**config.mk**
```make
export PLATFORM = sky130hd
export DESIGN_NAME = pc_seq
export DESIGN_NICKNAME = d
export VERILOG_FILES = /design/src/rtl/pc_pkg.sv /design/src/rtl/pc_ras.sv /design/src/rtl/pc_seq.sv
export SDC_FILE = /design/constraint.sdc
export NUM_CORES = 1
export LEC_CHECK = 0
export ABC_AREA = 1
export CORE_AREA = 4 4 121 123
export CTS_CLUSTER_SIZE = 40
export DETAILED_ROUTE_END_ITERATION = 16
export DIE_AREA = 0 0 125 127
export GPL_TIMING_DRIVEN = 0
export PLACE_DENSITY = 0.76
export SLEW_MARGIN = 20
export SYNTH_ARGS = -nofsm -noshare
export SYNTH_HDL_FRONTEND = slang
export SYNTH_SLANG_ARGS = --single-unit
export TNS_END_PERCENT = 20
```
**constraint.sdc**
```tcl
create_clock -name clk -period 2.65 [get_ports clk]
set_input_delay 0.6625 -clock clk [delete_from_list [all_inputs] [get_ports clk]]
set_output_delay 0.6625 -clock clk [all_outputs]
set_load 0.005 [all_outputs]
```
**src/rtl/pc_pkg.sv**
```systemverilog
// Shared types for the program-counter sequencer: FSM states, next-PC select
// encoding and the target alignment mask.
package pc_pkg;

  typedef enum logic [1:0] {
    BOOT = 2'd0,
    RUN  = 2'd1,
    HOLD = 2'd2
  } pc_state_e;

  typedef enum logic [2:0] {
    SEL_TRAP  = 3'd0,
    SEL_REDIR = 3'd1,
    SEL_PEND  = 3'd2,
    SEL_SEQ   = 3'd3,
    SEL_HOLD  = 3'd4
  } pc_sel_e;

  // Mask that clears the low log2(inc) bits; inc must be a power of two.
  function automatic logic [63:0] align_mask(input int unsigned inc);
    return ~(64'(inc) - 64'd1);
  endfunction

endpackage

```
**src/rtl/pc_ras.sv**
```systemverilog
// Circular return-address stack used by pc_seq when PC_RAS_EN is defined.
// Pushing when full overwrites the oldest entry; popping when empty is ignored.
module pc_ras #(
  parameter int WIDTH = 32,
  parameter int DEPTH = 4
) (
  input  logic             clk,
  input  logic             rst,
  input  logic             push,
  input  logic             pop,
  input  logic [WIDTH-1:0] data,
  output logic [WIDTH-1:0] top,
  output logic             empty,
  output logic             full
);

  localparam int PW = (DEPTH > 1) ? $clog2(DEPTH) : 1;
  localparam int CW = $clog2(DEPTH + 1);
  localparam logic [PW-1:0] LAST = PW'(DEPTH - 1);

  logic [WIDTH-1:0] mem [DEPTH];
  logic [PW-1:0]    wp;
  logic [PW-1:0]    tp;
  logic [PW-1:0]    wp_inc;
  logic [CW-1:0]    cnt;
  logic             do_pop;

  // wp is the next free slot; tp is the current top of stack.
  assign tp     = (wp == '0) ? LAST : wp - 1'b1;
  assign wp_inc = (wp == LAST) ? '0 : wp + 1'b1;
  assign do_pop = pop && !empty;
  assign top    = mem[tp];
  assign empty  = (cnt == '0);
  assign full   = (cnt == CW'(DEPTH));

  always_ff @(posedge clk or negedge rst) begin
    if (!rst) begin
      wp  <= '0;
      cnt <= '0;
    end else if (do_pop && !push) begin
      wp  <= tp;
      cnt <= cnt - 1'b1;
    end else if (push && !do_pop) begin
      wp <= wp_inc;
      if (!full) cnt <= cnt + 1'b1;
    end
  end

  // Pop and push together replace the top entry in place.
  always_ff @(posedge clk) begin
    if (push) mem[do_pop ? tp : wp] <= data;
  end

endmodule

```
**src/rtl/pc_seq.sv**
```systemverilog
// Program-counter sequencer: fetch address with valid/ready, stall, redirect,
// trap and stall-deferred redirects. Optional return-address stack: PC_RAS_EN.
module pc_seq
  import pc_pkg::*;
#(
  parameter int               WIDTH     = 32,
  parameter logic [WIDTH-1:0] RESET_VEC = '0,
  parameter int               INC       = 4,
  parameter int               RAS_DEPTH = 4
) (
  input  logic             clk,
  input  logic             rst,
  input  logic             stall,
  input  logic             redir_valid,
  input  logic [WIDTH-1:0] redir_addr,
  input  logic             trap_valid,
  input  logic [WIDTH-1:0] trap_vec,
  input  logic             fetch_ready,
`ifdef PC_RAS_EN
  input  logic             call_i,
  input  logic             ret_i,
  output logic             ras_empty,
  output logic             ras_full,
`endif
  output logic [WIDTH-1:0] pc,
  output logic             pc_valid,
  output logic [WIDTH-1:0] pc_next,
  output logic [WIDTH-1:0] pc_plus,
  output logic             misalign,
  output pc_state_e        state
);

  localparam logic [WIDTH-1:0] MASK = WIDTH'(align_mask(INC));

  // Handshake: a fetch of pc happens in a cycle where pc_valid && fetch_ready;
  // once pc_valid is raised, pc stays stable until that happens unless a
  // trap or redirect replaces the request.
  logic             adv;
  logic             mis_d;
  logic             pend_valid;
  logic [WIDTH-1:0] pend_addr;
  logic [WIDTH-1:0] raw;
  logic [WIDTH-1:0] target;
  logic             ras_hit;
  logic [WIDTH-1:0] ras_top;
  pc_sel_e          sel;

  assign pc_plus  = pc + WIDTH'(INC);
  assign adv      = (state == RUN) && fetch_ready && !stall;
  // Gated by stall so the request drops in the very cycle the multiplier stalls.
  assign pc_valid = (state == RUN) && !stall;

`ifdef PC_RAS_EN
  logic ras_pop;
  logic ras_push;

  assign ras_hit  = ret_i && !redir_valid && !trap_valid && !ras_empty;
  assign ras_pop  = ret_i && (!redir_valid || call_i) && !trap_valid;
  assign ras_push = call_i && redir_valid && !trap_valid;

  pc_ras #(
    .WIDTH(WIDTH),
    .DEPTH(RAS_DEPTH)
  ) u_ras (
    .clk  (clk),
    .rst  (rst),
    .push (ras_push),
    .pop  (ras_pop),
    .data (pc_plus),
    .top  (ras_top),
    .empty(ras_empty),
    .full (ras_full)
  );
`else
  logic unused_ras;

  assign ras_hit    = 1'b0;
  assign ras_top    = '0;
  assign unused_ras = ^RAS_DEPTH;
`endif

  always_comb begin
    sel    = SEL_HOLD;
    raw    = '0;
    target = pc;
    if (trap_valid) begin
      sel = SEL_TRAP;
      raw = trap_vec;
    end else if (redir_valid) begin
      sel = SEL_REDIR;
      raw = redir_addr;
    end else if (ras_hit) begin
      sel = SEL_REDIR;
      raw = ras_top;
    end else if (pend_valid) begin
      sel = SEL_PEND;
    end else if (adv) begin
      sel = SEL_SEQ;
    end
    case (sel)
      SEL_TRAP, SEL_REDIR: target = raw & MASK;
      SEL_PEND:            target = pend_addr;
      SEL_SEQ:             target = pc_plus;
      default:             target = pc;
    endcase
    pc_next = stall ? pc : target;
  end

  assign mis_d = ((sel == SEL_TRAP) || (sel == SEL_REDIR)) && (|(raw & ~MASK));

  always_ff @(posedge clk or negedge rst) begin
    if (!rst) begin
      state      <= BOOT;
      pc         <= RESET_VEC;
      misalign   <= 1'b0;
      pend_valid <= 1'b0;
      pend_addr  <= '0;
    end else begin
      pc       <= pc_next;
      misalign <= mis_d;
      state    <= stall ? HOLD : RUN;
      // Any unstalled cycle consumes or supersedes the deferred target.
      if (!stall) begin
        pend_valid <= 1'b0;
      end else if ((sel == SEL_TRAP) || (sel == SEL_REDIR)) begin
        pend_valid <= 1'b1;
        pend_addr  <= target;
      end
    end
  end

endmodule

```
==> key figures, run 1 <==
STA
  • Final setup margin: -0.2314 ns
  • Slew @ Worst Pin: around 0.66 ns
  • Maximum clock frequency: ~350 MHz
  • Final worst-path cycle share: 108.7%
  • Unrepaired setup endpoints after global routing: true
  • Slew headroom: between 50 and 60%
  • Post-Route Skew: 0.007259 ns
  • Final hold violations: 0
  • Final setup fails: 44
  • Final min period: between 2 and 3 ns
  • Slew Limit Fails: 0
  • TNS Setup: -4.756 ns

Detailed routing
  • Total vias in the final route: 6514
  • # DRC: 0
  • Vias per cell: roughly 5.3
  • Initial DRC Count: about 650
  • Pre-antenna DRT Iters: 5
  • Drt total wl: 22530 µm
  • Wire per inst: 18.30 µm
  • Post-DRT Antenna Nets: 0

Yosys
  • Syn Inst Count: 725
  • Ys Warns: 0
  • Register area share after synthesis: 36.35%
  • Mux contribution to synthesized area: 0%
  • Post-Syn Area: ~0.0047 mm²
  • Compound-Gate Fraction of Synth Area: 7.805%
  • Yosys reg bits: a little under 70
  • Synth Area in Simple Gates: 46.38%
  • Post-Syn Area per Cell: roughly 6.5 µm²
  • Syn Nets: ~800
  • Area share of fa/ha/maj cells after synthesis: 0.2673%
  • Xor/xnor share of the synthesized area: 1.443%
  • Library cells used by synthesis: 29
  • Largest family of logic cells by synthesized area: simple AND/OR/NAND/NOR gates

Layout
  • Register area: 0.001725 mm²
  • Ant. Diodes: 0
  • Commonest cells after routing, fill and taps aside: nand2_1, buf_4, clkdlybuf4s50_1
  • Ratio of cells with drive above 1 in the final layout: approximately a third
  • Finished Core Util: ~63%
  • Filler instances: 1118
  • Most common cell after layout, fill and taps aside: nand2_1
  • Fin cells: roughly 1200
  • Area Overhead vs Synth: 85.30%
  • Post-layout net count: roughly 1100
  • Area of the multi-input gates: around 0.0031 mm²

Clock network
  • Reg clk slew, reported paths: about 0.060 ns
  • Latest clock arrival within the worst-skew pair: approximately 0.35 ns
  • Clock root cell: clkbuf_16
  • CTS max path bufs: 2
  • CTS sink cnt: 68
  • TritonCTS Buffers: 9
  • CTS H-Tree Depth: 3
  • TritonCTS clock tree: yes

Global routing
  • Total grt overflow: 0
  • Vias in the first global route: 6355
  • Overall Global Routing Usage: between 20% and 30%
  • Largest net degree at the start of global routing: 55
  • Antenna violations before repair: 0
  • First-pass GRT wire length: about 33000 µm

Pwr
  • Maximum vdd ir drop: 0.3299 mV
  • PD cells: approximately 470 mW/mm²
  • LEAKAGE: approximately 4.3 nW

Floorplan
  • I/O Pins: 170
  • Core area: about 0.014 mm²
  • Die area: ~0.016 mm²
  • Die H: approximately 130 µm
  • Die W: between 100 and 150 µm
  • Rows: between 40 and 50
  • Initial Util: 34.25%

Placement
  • Gpl congestion: approximately 0.95
  • Placed insts: ~1100
  • Detail Placement HPWL: between 10000 and 15000 µm
  • IO buf count: approximately 170

Setup path
  • Critical Path Source Type: register
  • CP Capture Type: primary output
  • Slowest cell on the critical path: clkdlybuf4s50_1
  • Crit path max fanout: 3
  • Crit path kind: reg2out
  • Slowest stage delay, CP: a little over 0.5 ns
  • Critical R2R Launch: pc[5]$_DFF_PN0_
  • CP delay by family, top: simple AND/OR/NAND/NOR gates
  • CP arrival: 2.22 ns
  • Worst Path Buf+Inv: 2
  • Crit path launch: pc[2]$_DFF_PN0_
  • Required time worst endpoint: roughly 2.0 ns
  • Critical path cell sequence: ha_4, nand2_4, inv_1, nand2_1, nor3_2, nand2_1, nand2_1, and2_1, clkdlybuf4s50_1
  • FF-to-FF setup slack: -0.19 ns
  • Most used cell, CP: nand2_1

Job
  • Max-Cap Viols: 0

Min path
  • Worst Hold Class: in2async

Run status
  • Status: complete, but fails checks
  • Failing checks: negative setup slack
## flip-flops by register name, indices dropped and copies added (netlist names)
signal,flops
misalign,1
pc,32
pend_addr,32
pend_valid,1
state,2
## kinds of logic (layout without fill, tap and decap cells)
logic type,Yosys count,count (layout)
AOI/OAI and AO/OA,56,56
xor gates and xnor gates,6,6
adders and majority gates,1,1
buffers and inverters,85,411
DFF,68,68
and+or+nand+nor,509,509
## final cells by class
class,instances,area share (%)
inverters,51,2.452
clock buffers,13,3.001
clock inverters,2,0.1154
well taps,180,2.597
plain buffers,33,3.376
repair buffers,312,32.39
multi-input cells,572,36.18
flip-flops and latches,68,19.89
## per-layer routing
| metal | wire (µm) | GRT usage (%) | vias to the layer above |
|---|---|---|---|
| li1 | - | - | 2966 |
| met1 | 8756 | 32.40 | 2966 |
| met2 | 10360 | 41.51 | 468 |
| met3 | 2308 | 6.898 | 114 |
| met4 | 1099 | 15.43 | 0 |
| met5 | 0 | 0 | - |
## metrics by stage
stage               setup slack, ns  hold slack [ns]  total power (W)  instance area, µm²
floorplan                    0.2726           0.3669         0.001771                4681
global placement             -1.474           0.4610         0.002442                6588
detailed placement           -1.187           0.4653         0.002464                6613
CTS                         -0.1584           0.1674         0.003887                8098
global route                -0.3014           0.1853         0.004243                8673
finish                      -0.2314           0.1739         0.004055                8673
## cell usage after synthesis, drive strengths merged
| cell | instances | share of area [%] |
|---|---|---|
| a21oi | 4 | 0.43 |
| a22oi | 29 | 4.7 |
| a31oi | 2 | 0.27 |
| and2 | 15 | 2.0 |
| buf | 21 | 2.6 |
| clkbuf | 13 | 1.0 |
| dfrtp | 68 | 36 |
| ha | 1 | 0.27 |
| inv | 51 | 4.1 |
| nand2 | 313 | 26 |
| nand3 | 89 | 9.6 |
| nand4 | 7 | 0.94 |
| nor2 | 80 | 7.6 |
| nor3 | 2 | 0.21 |
| o211ai | 4 | 0.64 |
| o21ai | 17 | 1.8 |
| or2 | 3 | 0.40 |
| xor2 | 6 | 1.4 |
## timing repair
item / CTS / global route
pin swaps: 40 / 53
resized for setup: 279 / 106
cloned: 3 / 2
hold buffers: 0 / 0
setup endpoints to repair: 59 / 58
buffers inserted: 109 / 35
## final timing paths
kind | end | cells after the start
setup / recovery | pc_plus[26] | 9
hold / removal | pend_addr[12]$_DFFE_PN0P_ | 1
setup reg to reg | pc[20]$_DFF_PN0_ | 22
hold reg to reg | pend_addr[26]$_DFFE_PN0P_ | 2
max in group asynchronous | pc[19]$_DFF_PN0_ | 2
min in group clk | state[1]$_DFF_PN0_ | 1
## where the power goes
group	total [W]	switching, W	internal, W
combinational	0.00156	0.000728	0.000837
clock	0.00115	0.000473	0.000677
sequential	0.00134	0.000158	0.00118
No activity file was read; power rests on OpenSTA's default activity.
==> run 2: changes to the inputs <==
--- a/config.mk
+++ b/config.mk
@@ -7,11 +7,12 @@
 export LEC_CHECK = 0
 export ABC_AREA = 1
 export CORE_AREA = 4 4 121 123
-export CTS_CLUSTER_SIZE = 40
+export CTS_CLUSTER_SIZE = 28
 export DETAILED_ROUTE_END_ITERATION = 16
 export DIE_AREA = 0 0 125 127
 export GPL_TIMING_DRIVEN = 0
 export PLACE_DENSITY = 0.76
+export SKIP_LAST_GASP = 1
 export SLEW_MARGIN = 20
 export SYNTH_ARGS = -nofsm -noshare
 export SYNTH_HDL_FRONTEND = slang
==> run 2 against run 1 <==
Net effect: the run still ends with negative setup slack left; clock skew is 0.00071 ns higher; utilization shrank 0.13 points; routed wire length decreased by 1.4%; sequential cell count unchanged; highest routed layer unchanged.
==> key figures, run 2 (synthesized netlist as in run 1, its figures left out) <==
STA
  • Final hold violations: 0 (unchanged)
  • Slew @ Worst Pin: 0.7455 ns (+0.08076 ns)
  • Slew headroom: 50.30% (-5.4 points)
  • Post-Route Skew: 0.007972 ns (+0.0007133 ns)
  • Slew Limit Fails: 0 (unchanged)
  • Final setup fails: 50 (+14%)
  • Unrepaired setup endpoints after global routing: true
  • Maximum clock frequency: 343.2 MHz (-1.1%)
  • Final worst-path cycle share: 110.0% (+1.2 points)
  • Final setup margin: -0.2637 ns (-0.03228 ns)
  • Final min period: 2.914 ns (+0.03228 ns)

Setup path
  • Most used cell, CP: buf_6
  • Slowest cell on the critical path: buf_2
  • Required time worst endpoint: 1.99 ns (about the same)
  • Crit path launch: stall
  • Critical R2R Launch: state[1]$_DFF_PN0_
  • Slowest stage delay, CP: 0.15 ns (-0.36 ns)
  • Crit path kind: in2out
  • CP delay by family, top: buffers and inverters
  • Worst Path Buf+Inv: 7 (+5)
  • CP arrival: 2.25 ns (+0.03 ns)
  • Critical Path Source Type: primary input
  • Critical path cell sequence: buf_6, buf_8, nor2_4, nand2_4, nor2_4, buf_6, buf_6, buf_6, buf_6, nand3_2, nand2_1, nand3_2, o21ai_2, buf_2
  • Crit path max fanout: 4 (+1)
  • CP Capture Type: primary output

Floorplan
  • I/O Pins: 170 (unchanged)
  • Initial Util: 34.25% (unchanged)
  • Die area: 0.01588 mm² (unchanged)
  • Core area: 0.01367 mm² (unchanged)
  • Rows: 43 (unchanged)
  • Die H: 127 µm (unchanged)
  • Die W: 125 µm (unchanged)

Detailed routing
  • # DRC: 0 (unchanged)
  • Initial DRC Count: 615 (-6.0%)
  • Pre-antenna DRT Iters: 6 (+1)
  • Total vias in the final route: 6437 (-1.2%)
  • Drt total wl: 22200 µm (-1.4%)
  • Wire per inst: 18.06 µm (-1.3%)
  • Post-DRT Antenna Nets: 0 (unchanged)
  • Vias per cell: 5.238 (-1.0%)

Clock network
  • CTS H-Tree Depth: 3 (unchanged)
  • Cts hold-fix bufs: 0 (unchanged)
  • TritonCTS Buffers: 9 (unchanged)
  • Clock root cell: clkbuf_16
  • CTS max path bufs: 2 (unchanged)
  • CTS sink cnt: 68 (unchanged)
  • TritonCTS clock tree: yes
  • Reg clk slew, reported paths: 0.06 ns (about the same)
  • Latest clock arrival within the worst-skew pair: 0.35 ns (about the same)

Layout
  • Ratio of cells with drive above 1 in the final layout: 34.89% (+0.066 points)
  • Biggest regs: pc: 32 flops, pend_addr: 32 flops, state: 2 flops
  • Most common cell after layout, fill and taps aside: nand2_1
  • Commonest cells after routing, fill and taps aside: nand2_1, buf_4, clkdlybuf4s50_1
  • Finished Core Util: 63.34% (-0.13 points)
  • Area Overhead vs Synth: 84.92%
  • Ant. Diodes: 0 (unchanged)
  • Fin cells: 1229 (-0.16%)
  • Post-layout net count: 1116 (-0.18%)

Global routing
  • Largest net degree at the start of global routing: 55 (unchanged)
  • First-pass GRT wire length: 32480 µm (-1.5%)
  • Antenna violations before repair: 0 (unchanged)
  • Overall Global Routing Usage: 25.86% (-0.38 points)
  • Total grt overflow: 0 (unchanged)
  • Vias in the first global route: 6195 (-2.5%)

Run status
  • Failing checks: negative setup slack
  • Status: complete, but fails checks

Job
  • Max-Cap Viols: 0 (unchanged)

Pwr
  • PD cells: 467.5 mW/mm² (about the same)
  • Power, Total: 0.004047 W (-0.20%)
  • Maximum vdd ir drop: 0.3354 mV (+1.7%)
  • LEAKAGE: 4.160 nW (-2.4%)

Min path
  • Worst Hold Class: in2async

Placement
  • Place WS: -1.187 ns (unchanged)
  • Gpl congestion: 0.9464 (unchanged)
  • IO buf count: 168 (unchanged)
  • Detail Placement HPWL: 13450 µm (unchanged)
  • Placed insts: 1074 (unchanged)
[run 2: changes by cell type in the layout (fill, tap and decap cells not counted), sizes merged]
cell / before / now
buf: 189 / 183
clkbuf: 28 / 35
clkdlybuf4s15: 8 / 2
clkdlybuf4s50: 113 / 122
clkinv: 2 / 3
dlygate4sd2: 13 / 9
dlymetal6s2s: 7 / 5
inv: 51 / 50
[run 2: final timing paths]
check                      depth (start not counted)                        end  slack, ns
max                                               14                pc_next[17]      -0.26
min                                                1           pc[12]$_DFF_PN0_       0.17
max reg2reg                                       22           pc[24]$_DFF_PN0_      -0.15
min reg2reg                                        2  pend_addr[24]$_DFFE_PN0P_       0.48
max in group asynchronous                          2           pc[19]$_DFF_PN0_       1.89
min in group clk                                   1         state[1]$_DFF_PN0_       0.42
[run 2: what timing repair did]
item,CTS,global route
pin swaps,37,48
setup buffers,109,32
gates resized for setup,229,138
endpoints found under the setup margin,59,63
cloned,3,4
[run 2: layout make-up]
| type | instances | area [µm²] |
|---|---|---|
| sequential | 68 | 1725 |
| multi-input combinational | 572 | 3127 |
| clock buffer | 13 | 260.3 |
| timing repair buffer | 309 | 2791 |
| buffer | 34 | 305.3 |
| clock inverter | 2 | 10.01 |
| fill | 1095 | 5010 |
| inverter | 51 | 211.5 |
| tap | 180 | 225.2 |
[run 2: metrics by stage]
step	hold slack (ns)	instance area, µm²	setup TNS, ns
2_1_floorplan	0.3669	4681	0
4_1_cts	0.1674	8039	-4.674
5_1_grt	0.1772	8656	-10.14
3_5_place_dp	0.4653	6613	-33.90
6_report	0.1692	8656	-6.867
3_3_place_gp	0.4610	6588	-132.28
[run 2: per-layer routing]
metal	share of wire (%)	up-vias	wire length (µm)	track usage (%)
met1	39	2955	8633	31.68
met3	11	100	2357	7.734
met2	45	420	10090	41.28
met5	0	-	0	0
li1	-	2962	-	-
met4	5.0	0	1119	13.65
[run 2: report_power, final]
group	switching (W)	total (W)	internal, W
sequential	0.000155	0.00134	0.00118
combinational	0.000723	0.00156	0.000838
clock	0.000472	0.00115	0.000677
total	0.00135	0.00405	0.00270
==> run 3: changes to the inputs <==
--- a/config.mk
+++ b/config.mk
@@ -6,10 +6,12 @@
 export NUM_CORES = 1
 export LEC_CHECK = 0
 export ABC_AREA = 1
+export CAP_MARGIN = 20
 export CORE_AREA = 4 4 121 123
 export CTS_CLUSTER_SIZE = 28
 export DETAILED_ROUTE_END_ITERATION = 16
 export DIE_AREA = 0 0 125 127
+export GPL_ROUTABILITY_DRIVEN = 1
 export GPL_TIMING_DRIVEN = 0
 export PLACE_DENSITY = 0.76
 export SKIP_LAST_GASP = 1
==> results of run 3 <==
No change in the layout: final DEF, timing and power equal those of run 2.
